`config.mk`:
```
export PLATFORM = sky130hd
export DESIGN_NAME = red_pitaya_fads_log_reader_flat
export DESIGN_NICKNAME = d
export VERILOG_FILES = /design/src/rtl/red_pitaya_fads_log_reader_if.sv /design/src/rtl/red_pitaya_fads_log_reader.sv /design/src/flat_wrapper.sv
export SDC_FILE = /design/constraint.sdc
export NUM_CORES = 1
export LEC_CHECK = 0
export BUFFER_PORTS_ARGS = -buffer_cell sky130_fd_sc_hd__buf_2
export CAP_MARGIN = 20
export CORE_ASPECT_RATIO = 1.1
export CORE_MARGIN = 2
export CORE_UTILIZATION = 46
export CTS_CLUSTER_DIAMETER = 120
export DETAILED_ROUTE_END_ITERATION = 12
export MAX_ROUTING_LAYER = met4
export PLACE_DENSITY = 0.81
export SETUP_SLACK_MARGIN = 0.2
export SLEW_MARGIN = 15
export SYNTH_ARGS = -nofsm -noshare
export SYNTH_HDL_FRONTEND = slang
export SYNTH_SLANG_ARGS = --single-unit
```
`constraint.sdc`:
```
create_clock -name adc_clk_i -period 2.6 [get_ports adc_clk_i]
set_clock_uncertainty 0.2 [all_clocks]
set_input_delay 0.39 -clock adc_clk_i [delete_from_list [all_inputs] [get_ports adc_clk_i]]
set_output_delay 0.39 -clock adc_clk_i [all_outputs]
set_load 0.01 [all_outputs]
```
`src/rtl/red_pitaya_fads_log_reader_if.sv`:
```
// Signal bundle of the FADS log reader: control, system-bus initiator side
// and the downstream word stream. master = the reader, slave = its environment.
interface red_pitaya_fads_log_reader_if #(
    parameter int unsigned AW = 4
);
    logic          start_i;
    logic [AW:0]   count_i;
    logic          busy_o;
    logic          done_o;
    logic [1:0]    err_o;

    logic [31:0]   sys_addr;
    logic [31:0]   sys_wdata;
    logic [3:0]    sys_sel;
    logic          sys_wen;
    logic          sys_ren;
    logic [31:0]   sys_rdata;
    logic          sys_err;
    logic          sys_ack;

    logic [31:0]   m_data_o;
    logic          m_valid_o;
    logic          m_ready_i;
    logic          m_last_o;

    modport master (
        input  start_i, count_i, sys_rdata, sys_err, sys_ack, m_ready_i,
        output busy_o, done_o, err_o, sys_addr, sys_wdata, sys_sel, sys_wen,
               sys_ren, m_data_o, m_valid_o, m_last_o
    );

    modport slave (
        output start_i, count_i, sys_rdata, sys_err, sys_ack, m_ready_i,
        input  busy_o, done_o, err_o, sys_addr, sys_wdata, sys_sel, sys_wen,
               sys_ren, m_data_o, m_valid_o, m_last_o
    );
endinterface

```
`src/rtl/red_pitaya_fads_log_reader.sv`:
```
// FADS droplet-log drain: reads N consecutive logger words over the system bus
// and forwards each on a valid/ready stream, aborting on ack timeout or bus error.
//
// state | meaning
// IDLE  | waiting for an accepted start_i
// SETUP | address driven, settling for RD_SETUP cycles
// REQ   | single-cycle read strobe
// WAIT  | waiting up to ACK_TO cycles for sys_ack
// PUSH  | word presented until accepted downstream
// DONE  | drain finished or aborted; done_o pulses on the following cycle
module red_pitaya_fads_log_reader #(
    parameter int unsigned AW       = 4,
    parameter logic [19:0] LOG_BASE = 20'h10000,
    parameter int unsigned RD_SETUP = 2,
    parameter int unsigned ACK_TO   = 15
) (
    input logic                          adc_clk_i,
    input logic                          adc_rst_i,
    red_pitaya_fads_log_reader_if.master bus
);
    localparam int unsigned   TW         = $clog2(RD_SETUP + ACK_TO + 1);
    localparam logic [AW:0]   N_MAX      = {1'b1, {AW{1'b0}}};
    localparam logic [AW:0]   N_ONE      = {{AW{1'b0}}, 1'b1};
    localparam logic [TW-1:0] SETUP_LOAD = TW'(RD_SETUP - 1);
    localparam logic [TW-1:0] ACK_LOAD   = TW'(ACK_TO - 1);

    typedef enum logic [2:0] {
        IDLE,
        SETUP,
        REQ,
        WAIT,
        PUSH,
        DONE
    } state_t;

    state_t        state;
    state_t        state_next;

    logic [AW:0]   count_in;
    logic [AW:0]   count_clip;
    logic [AW:0]   n_q;
    logic [AW-1:0] idx_q;
    logic [TW-1:0] timer_q;
    logic [31:0]   data_q;
    logic          valid_q;
    logic          last_q;
    logic          busy_q;
    logic          done_q;
    logic [1:0]    err_q;

    logic          start_ok;
    logic          ack_ok;
    logic          ack_bad;
    logic          timeout;
    logic          handshake;
    logic          is_last;
    logic          addr_live;

    assign count_in   = bus.count_i;
    assign count_clip = (count_in > N_MAX) ? N_MAX : count_in;

    // busy_q stays high through the done_o cycle, so a start there is dropped too
    assign start_ok  = (state == IDLE) && bus.start_i && !busy_q;
    assign ack_ok    = (state == WAIT) && bus.sys_ack && !bus.sys_err;
    assign ack_bad   = (state == WAIT) && bus.sys_ack && bus.sys_err;
    assign timeout   = (state == WAIT) && !bus.sys_ack && (timer_q == '0);
    assign handshake = (state == PUSH) && valid_q && bus.m_ready_i;
    assign is_last   = ({1'b0, idx_q} == (n_q - N_ONE));

    always_ff @(posedge adc_clk_i or posedge adc_rst_i) begin
        if (adc_rst_i) begin
            state <= IDLE;
        end else begin
            state <= state_next;
        end
    end

    always_comb begin
        state_next = state;
        unique case (state)
            IDLE: begin
                if (start_ok) begin
                    state_next = (count_clip == '0) ? DONE : SETUP;
                end
            end
            SETUP: begin
                if (timer_q == '0) begin
                    state_next = REQ;
                end
            end
            REQ: begin
                state_next = WAIT;
            end
            WAIT: begin
                if (ack_ok) begin
                    state_next = PUSH;
                end else if (ack_bad || timeout) begin
                    state_next = DONE;
                end
            end
            PUSH: begin
                if (handshake) begin
                    state_next = last_q ? DONE : SETUP;
                end
            end
            DONE: begin
                state_next = IDLE;
            end
            default: begin
                state_next = IDLE;
            end
        endcase
    end

    always_ff @(posedge adc_clk_i or posedge adc_rst_i) begin
        if (adc_rst_i) begin
            n_q     <= '0;
            idx_q   <= '0;
            timer_q <= '0;
            data_q  <= '0;
            valid_q <= 1'b0;
            last_q  <= 1'b0;
            busy_q  <= 1'b0;
            done_q  <= 1'b0;
            err_q   <= '0;
        end else begin
            busy_q <= (state_next != IDLE) || (state == DONE);
            done_q <= (state == DONE);

            if (start_ok) begin
                n_q   <= count_clip;
                idx_q <= '0;
                err_q <= '0;
            end

            // one down-counter serves both the address settle and the ack timeout
            if ((state_next == SETUP) && (state != SETUP)) begin
                timer_q <= SETUP_LOAD;
            end else if (state == REQ) begin
                timer_q <= ACK_LOAD;
            end else if (timer_q != '0) begin
                timer_q <= timer_q - TW'(1);
            end

            if (ack_ok) begin
                data_q  <= bus.sys_rdata;
                valid_q <= 1'b1;
                last_q  <= is_last;
            end
            if (ack_bad) begin
                err_q[1] <= 1'b1;
            end
            if (timeout) begin
                err_q[0] <= 1'b1;
            end

            if (handshake) begin
                valid_q <= 1'b0;
                last_q  <= 1'b0;
                if (!last_q) begin
                    idx_q <= idx_q + AW'(1);
                end
            end
        end
    end

    // idx_q only moves on the PUSH->SETUP edge, so the address is steady SETUP..WAIT
    assign addr_live = (state == SETUP) || (state == REQ) || (state == WAIT);

    assign bus.sys_addr  = addr_live ? {12'h000, LOG_BASE + 20'({idx_q, 2'b00})} : 32'h0;
    assign bus.sys_wdata = 32'h0;
    assign bus.sys_sel   = 4'hF;
    assign bus.sys_wen   = 1'b0;
    assign bus.sys_ren   = (state == REQ);

    assign bus.m_data_o  = data_q;
    assign bus.m_valid_o = valid_q;
    assign bus.m_last_o  = last_q;

    assign bus.busy_o    = busy_q;
    assign bus.done_o    = done_q;
    assign bus.err_o     = err_q;
endmodule

```
`src/flat_wrapper.sv`:
```
// flat-port wrapper written by rule: the top's interface ports become plain ports
module red_pitaya_fads_log_reader_flat 
#(
    parameter int unsigned AW       = 4,
    parameter logic [19:0] LOG_BASE = 20'h10000,
    parameter int unsigned RD_SETUP = 2,
    parameter int unsigned ACK_TO   = 15
)
  (adc_clk_i, adc_rst_i, bus_start_i, bus_count_i, bus_sys_rdata, bus_sys_err, bus_sys_ack, bus_m_ready_i, bus_busy_o, bus_done_o, bus_err_o, bus_sys_addr, bus_sys_wdata, bus_sys_sel, bus_sys_wen, bus_sys_ren, bus_m_data_o, bus_m_valid_o, bus_m_last_o);
  red_pitaya_fads_log_reader_if #(.AW(AW)) bus_i ();
  input logic adc_clk_i;
  input logic adc_rst_i;
  input wire logic [$bits(bus_i.start_i)-1:0] bus_start_i;
  input wire logic [$bits(bus_i.count_i)-1:0] bus_count_i;
  input wire logic [$bits(bus_i.sys_rdata)-1:0] bus_sys_rdata;
  input wire logic [$bits(bus_i.sys_err)-1:0] bus_sys_err;
  input wire logic [$bits(bus_i.sys_ack)-1:0] bus_sys_ack;
  input wire logic [$bits(bus_i.m_ready_i)-1:0] bus_m_ready_i;
  output wire logic [$bits(bus_i.busy_o)-1:0] bus_busy_o;
  output wire logic [$bits(bus_i.done_o)-1:0] bus_done_o;
  output wire logic [$bits(bus_i.err_o)-1:0] bus_err_o;
  output wire logic [$bits(bus_i.sys_addr)-1:0] bus_sys_addr;
  output wire logic [$bits(bus_i.sys_wdata)-1:0] bus_sys_wdata;
  output wire logic [$bits(bus_i.sys_sel)-1:0] bus_sys_sel;
  output wire logic [$bits(bus_i.sys_wen)-1:0] bus_sys_wen;
  output wire logic [$bits(bus_i.sys_ren)-1:0] bus_sys_ren;
  output wire logic [$bits(bus_i.m_data_o)-1:0] bus_m_data_o;
  output wire logic [$bits(bus_i.m_valid_o)-1:0] bus_m_valid_o;
  output wire logic [$bits(bus_i.m_last_o)-1:0] bus_m_last_o;
  assign bus_i.start_i = bus_start_i;
  assign bus_i.count_i = bus_count_i;
  assign bus_i.sys_rdata = bus_sys_rdata;
  assign bus_i.sys_err = bus_sys_err;
  assign bus_i.sys_ack = bus_sys_ack;
  assign bus_i.m_ready_i = bus_m_ready_i;
  assign bus_busy_o = bus_i.busy_o;
  assign bus_done_o = bus_i.done_o;
  assign bus_err_o = bus_i.err_o;
  assign bus_sys_addr = bus_i.sys_addr;
  assign bus_sys_wdata = bus_i.sys_wdata;
  assign bus_sys_sel = bus_i.sys_sel;
  assign bus_sys_wen = bus_i.sys_wen;
  assign bus_sys_ren = bus_i.sys_ren;
  assign bus_m_data_o = bus_i.m_data_o;
  assign bus_m_valid_o = bus_i.m_valid_o;
  assign bus_m_last_o = bus_i.m_last_o;
  red_pitaya_fads_log_reader #(.AW(AW), .LOG_BASE(LOG_BASE), .RD_SETUP(RD_SETUP), .ACK_TO(ACK_TO)) u_core (.adc_clk_i(adc_clk_i), .adc_rst_i(adc_rst_i), .bus(bus_i));
endmodule
```
==> results_dict.tcl <==
set metrics [dict create \
    slew_violations 0 \
    fp.dieH_um 88.7 \
    timing.final.hold_violations 0 \
    unrepaired_setup_endpoints_after_global_routing "false" \
    synthDistinctLibCells 45 \
    postCtsSetupRepairBufs 0 \
    die-area_mm2 0.00719 \
    antennaDiodeCount 0 \
    post_synth.cell_area_avg_um2 11.0 \
    synthesis.area_mm2 0.00300 \
    grt_pass1_vias 1964 \
    insertion_delay_ns 0.30 \
    reg2reg_depth 6 \
    hold_path_class "in -> reg" \
    cts_tree "yes" \
    outcome "finished, final reports clean" \
    number_of_sinks_on_the_clock_net 55 \
    cts.repair.resized 0 \
    leakagePower_nw 1.92 \
    worst_ep_arrival_time_ns 1.69 \
    crit_type "reg -> out" \
    slew_headroom 0.632 \
    syn_inst 273 \
    worstReg2RegStart "u_core.timer_q[0]" \
    cts_root_buf "sky130_fd_sc_hd__clkbuf_8" \
    finish.instance_area_mm2 0.00342 \
    power.density_cell_area_mw_per_mm2 446 \
    maximum_number_of_pins_on_one_net_before_global_route_repair 56 \
    boundaryPins 151 \
    grt_util_all_layers 0.160 \
    drt_pre_antenna_iters 4 \
    detail-route-antenna-nets 0 \
    critPathLaunchType "flip-flop" \
    finish.net_count 409 \
    grt_first_pass_wirelength_um 8670 \
    worst-endpoint-required_ns 2.01 \
    synthToLayoutAreaGrowth_pct 13.8 \
    synth-seq-area-share 0.459 \
    synth_edf_count 0 \
    wl_per_cell_um 12.0 \
    vias 2034 \
    place.detailed.hpwl_um 4080 \
    drc 0 \
    achievable-frequency_ghz 0.438 \
    first_iter_violations 68 \
    finalSetupTns_ns 0 \
    i_o_buffers 86 \
    worstHoldStart "bus_sys_rdata[11]" \
    yosys_register_bits 55 \
    final_min_period_over_clock_period 0.878 \
    core-area_mm2 0.00623 \
    cts_made_buffers 5 \
    antenna_found_initial 0 \
    timing.critical_path.to_type "primary output" \
    maximum_level_of_the_cts_h_tree 2 \
    drive_gt1_frac 0.383 \
    synthArstFlopShare 1.00 \
    path_clk_slew_ns 0.10 \
    path_max_fanout 8 \
    wl_um 5310 \
    vias_per_cell 4.59 \
    min_path_cells 2 \
    setup_viol 0 \
    r2r_setup_slack_ns 0.51 \
    placementRows 30 \
    pnr_worst_setup_slack_ns 0.318 \
    holdPathEnd "u_core.bus.m_data_o[11]" \
    hold-worst-slack_ns 0.109 \
    preCtsSetupSlack_ns 0.519 \
    postLayoutCoreUtil 0.548 \
    worst_r2r_endpoint "u_core.bus.busy_o" \
    placed_area_mm2 0.00329 \
    gp_congestion 0.809 \
    die-width_um 81.0 \
    floorplan.initialDensity 0.482 \
    vdd.ir_drop.worst_mv 0.271 \
    global_route.overflow_total 0 \
    max_slew.worst_pin.slew_ns 0.550 \
    clock_tree.buffer_depth 2 \
    yosysWarnings 0 \
    period_needed_ns 2.28 \
    synthFlopType "sky130_fd_sc_hd__dfrtp_1" \
    drv.max_cap_violation_count 0 \
]
[stage by stage]
| step | power [mW] | instances |
|---|---|---|
| 3_3_place_gp | 0.970 | 434 |
| 6_report | 1.52 | 443 |
| 2_1_floorplan | 1.00 | 335 |
| 3_5_place_dp | 0.973 | 434 |
| 4_1_cts | 1.54 | 443 |
| 5_1_grt | 1.59 | 443 |
[Yosys cell counts, types with 3 or more instances]
master / number / share of area
sky130_fd_sc_hd__buf_4: 65 / 0.16
sky130_fd_sc_hd__dfrtp_1: 55 / 0.46
sky130_fd_sc_hd__mux2_2: 33 / 0.12
sky130_fd_sc_hd__nand2_1: 16 / 0.020
sky130_fd_sc_hd__inv_1: 8 / 0.010
sky130_fd_sc_hd__o21ai_0: 8 / 0.013
sky130_fd_sc_hd__and2_1: 7 / 0.015
sky130_fd_sc_hd__nor2_1: 7 / 0.0088
sky130_fd_sc_hd__nand2b_1: 6 / 0.013
sky130_fd_sc_hd__nor3_1: 5 / 0.0083
sky130_fd_sc_hd__xor2_1: 5 / 0.015
sky130_fd_sc_hd__a21oi_1: 4 / 0.0067
sky130_fd_sc_hd__a31oi_1: 4 / 0.0083
sky130_fd_sc_hd__ha_1: 4 / 0.017
sky130_fd_sc_hd__xnor2_1: 4 / 0.012
sky130_fd_sc_hd__buf_2: 3 / 0.0050
sky130_fd_sc_hd__nand3_1: 3 / 0.0050
sky130_fd_sc_hd__nor2b_1: 3 / 0.0063
sky130_fd_sc_hd__nor4_1: 3 / 0.0063
[final cells by class]
type	instances	area, µm²
tap	80	100
clock buffer	5	68.8
inverter	8	30.0
clock inverter	3	43.8
multi-input combinational	202	1320
fill	556	2820
timing repair buffer	90	475
sequential	55	1380
[critical path, stage by stage, from the launching register on]
cell and delay, ns:
sky130_fd_sc_hd__dfrtp_1 0.47, sky130_fd_sc_hd__nand2b_1 0.23, sky130_fd_sc_hd__nor2_1 0.45, sky130_fd_sc_hd__buf_2 0.24
[registers in the layout (all words and copies together) (netlist names)]
register,flops
u_core.bus.busy_o,1
u_core.bus.done_o,1
u_core.bus.err_o,2
u_core.bus.m_data_o,32
u_core.bus.m_last_o,1
u_core.bus.m_valid_o,1
u_core.idx_q,4
u_core.n_q,5
u_core.state,3
u_core.timer_q,5
[how the worst max path moves through the flow]
stage	startpoint	to	slack, ns	cells after the start
2_1_floorplan	adc_rst_i	u_core.bus.busy_o	0.67	1
3_3_place_gp	u_core.timer_q[0]	u_core.bus.busy_o	0.61	6
3_5_place_dp	u_core.timer_q[0]	u_core.bus.busy_o	0.52	6
4_1_cts	u_core.state[2]	bus_sys_ren	0.31	3
5_1_grt	u_core.state[2]	bus_sys_ren	0.24	3
6_report	u_core.state[2]	bus_sys_ren	0.32	3
[cell families (layout without fill, tap and decap cells)]
group,Yosys count,in the layout,share of synthesized area
XOR/XNOR,9,9,0.0263
multiplexers,34,34,0.127
AND/OR/NAND/NOR,65,65,0.128
other,2,64,0.00250
buffers and inverters,78,106,0.180
adder cells (fa/ha/maj),4,4,0.0167
flip-flops,55,55,0.459
AO/OA/AOI/OAI,26,26,0.0609
[power breakdown]
group	switching (mW)	internal (mW)
Sequential	0.000404	0.855
Clock	0.279	0.287
Combinational	0.0721	0.0295
Total	0.351	1.17
[routing by layer]
metal  up-vias  global-route usage  wire length [µm]
met1       964               0.178              2120
met3        11              0.0327               350
li1        967                   -                 -
met2        92               0.281              2730
met4         0              0.0601               110
met5         -                   -                 0
[cell usage in the layout (no fill, tap or decap), drive strengths merged, types with 2 or more instances in the layout]
cell type	n
nor2	9
mux2	33
inv	8
nor4b	2
dfrtp	55
nor2b	3
nand2b	6
conb	64
nor4	4
nor3	5
and2	7
a31oi	4
nand3	4
nand2	16
xnor2	4
clkbuf	5
buf	89
a21oi	4
clkinv	2
xor2	5
o21ai	8
ha	4
nor3b	2
[repair_timing]
item                       4_1_cts  5_1_grt
hold buffers                     1        0
setup endpoints to repair        0        0
hold endpoints to repair        55        0
Note: power is estimated with default switching activity, not from simulation.
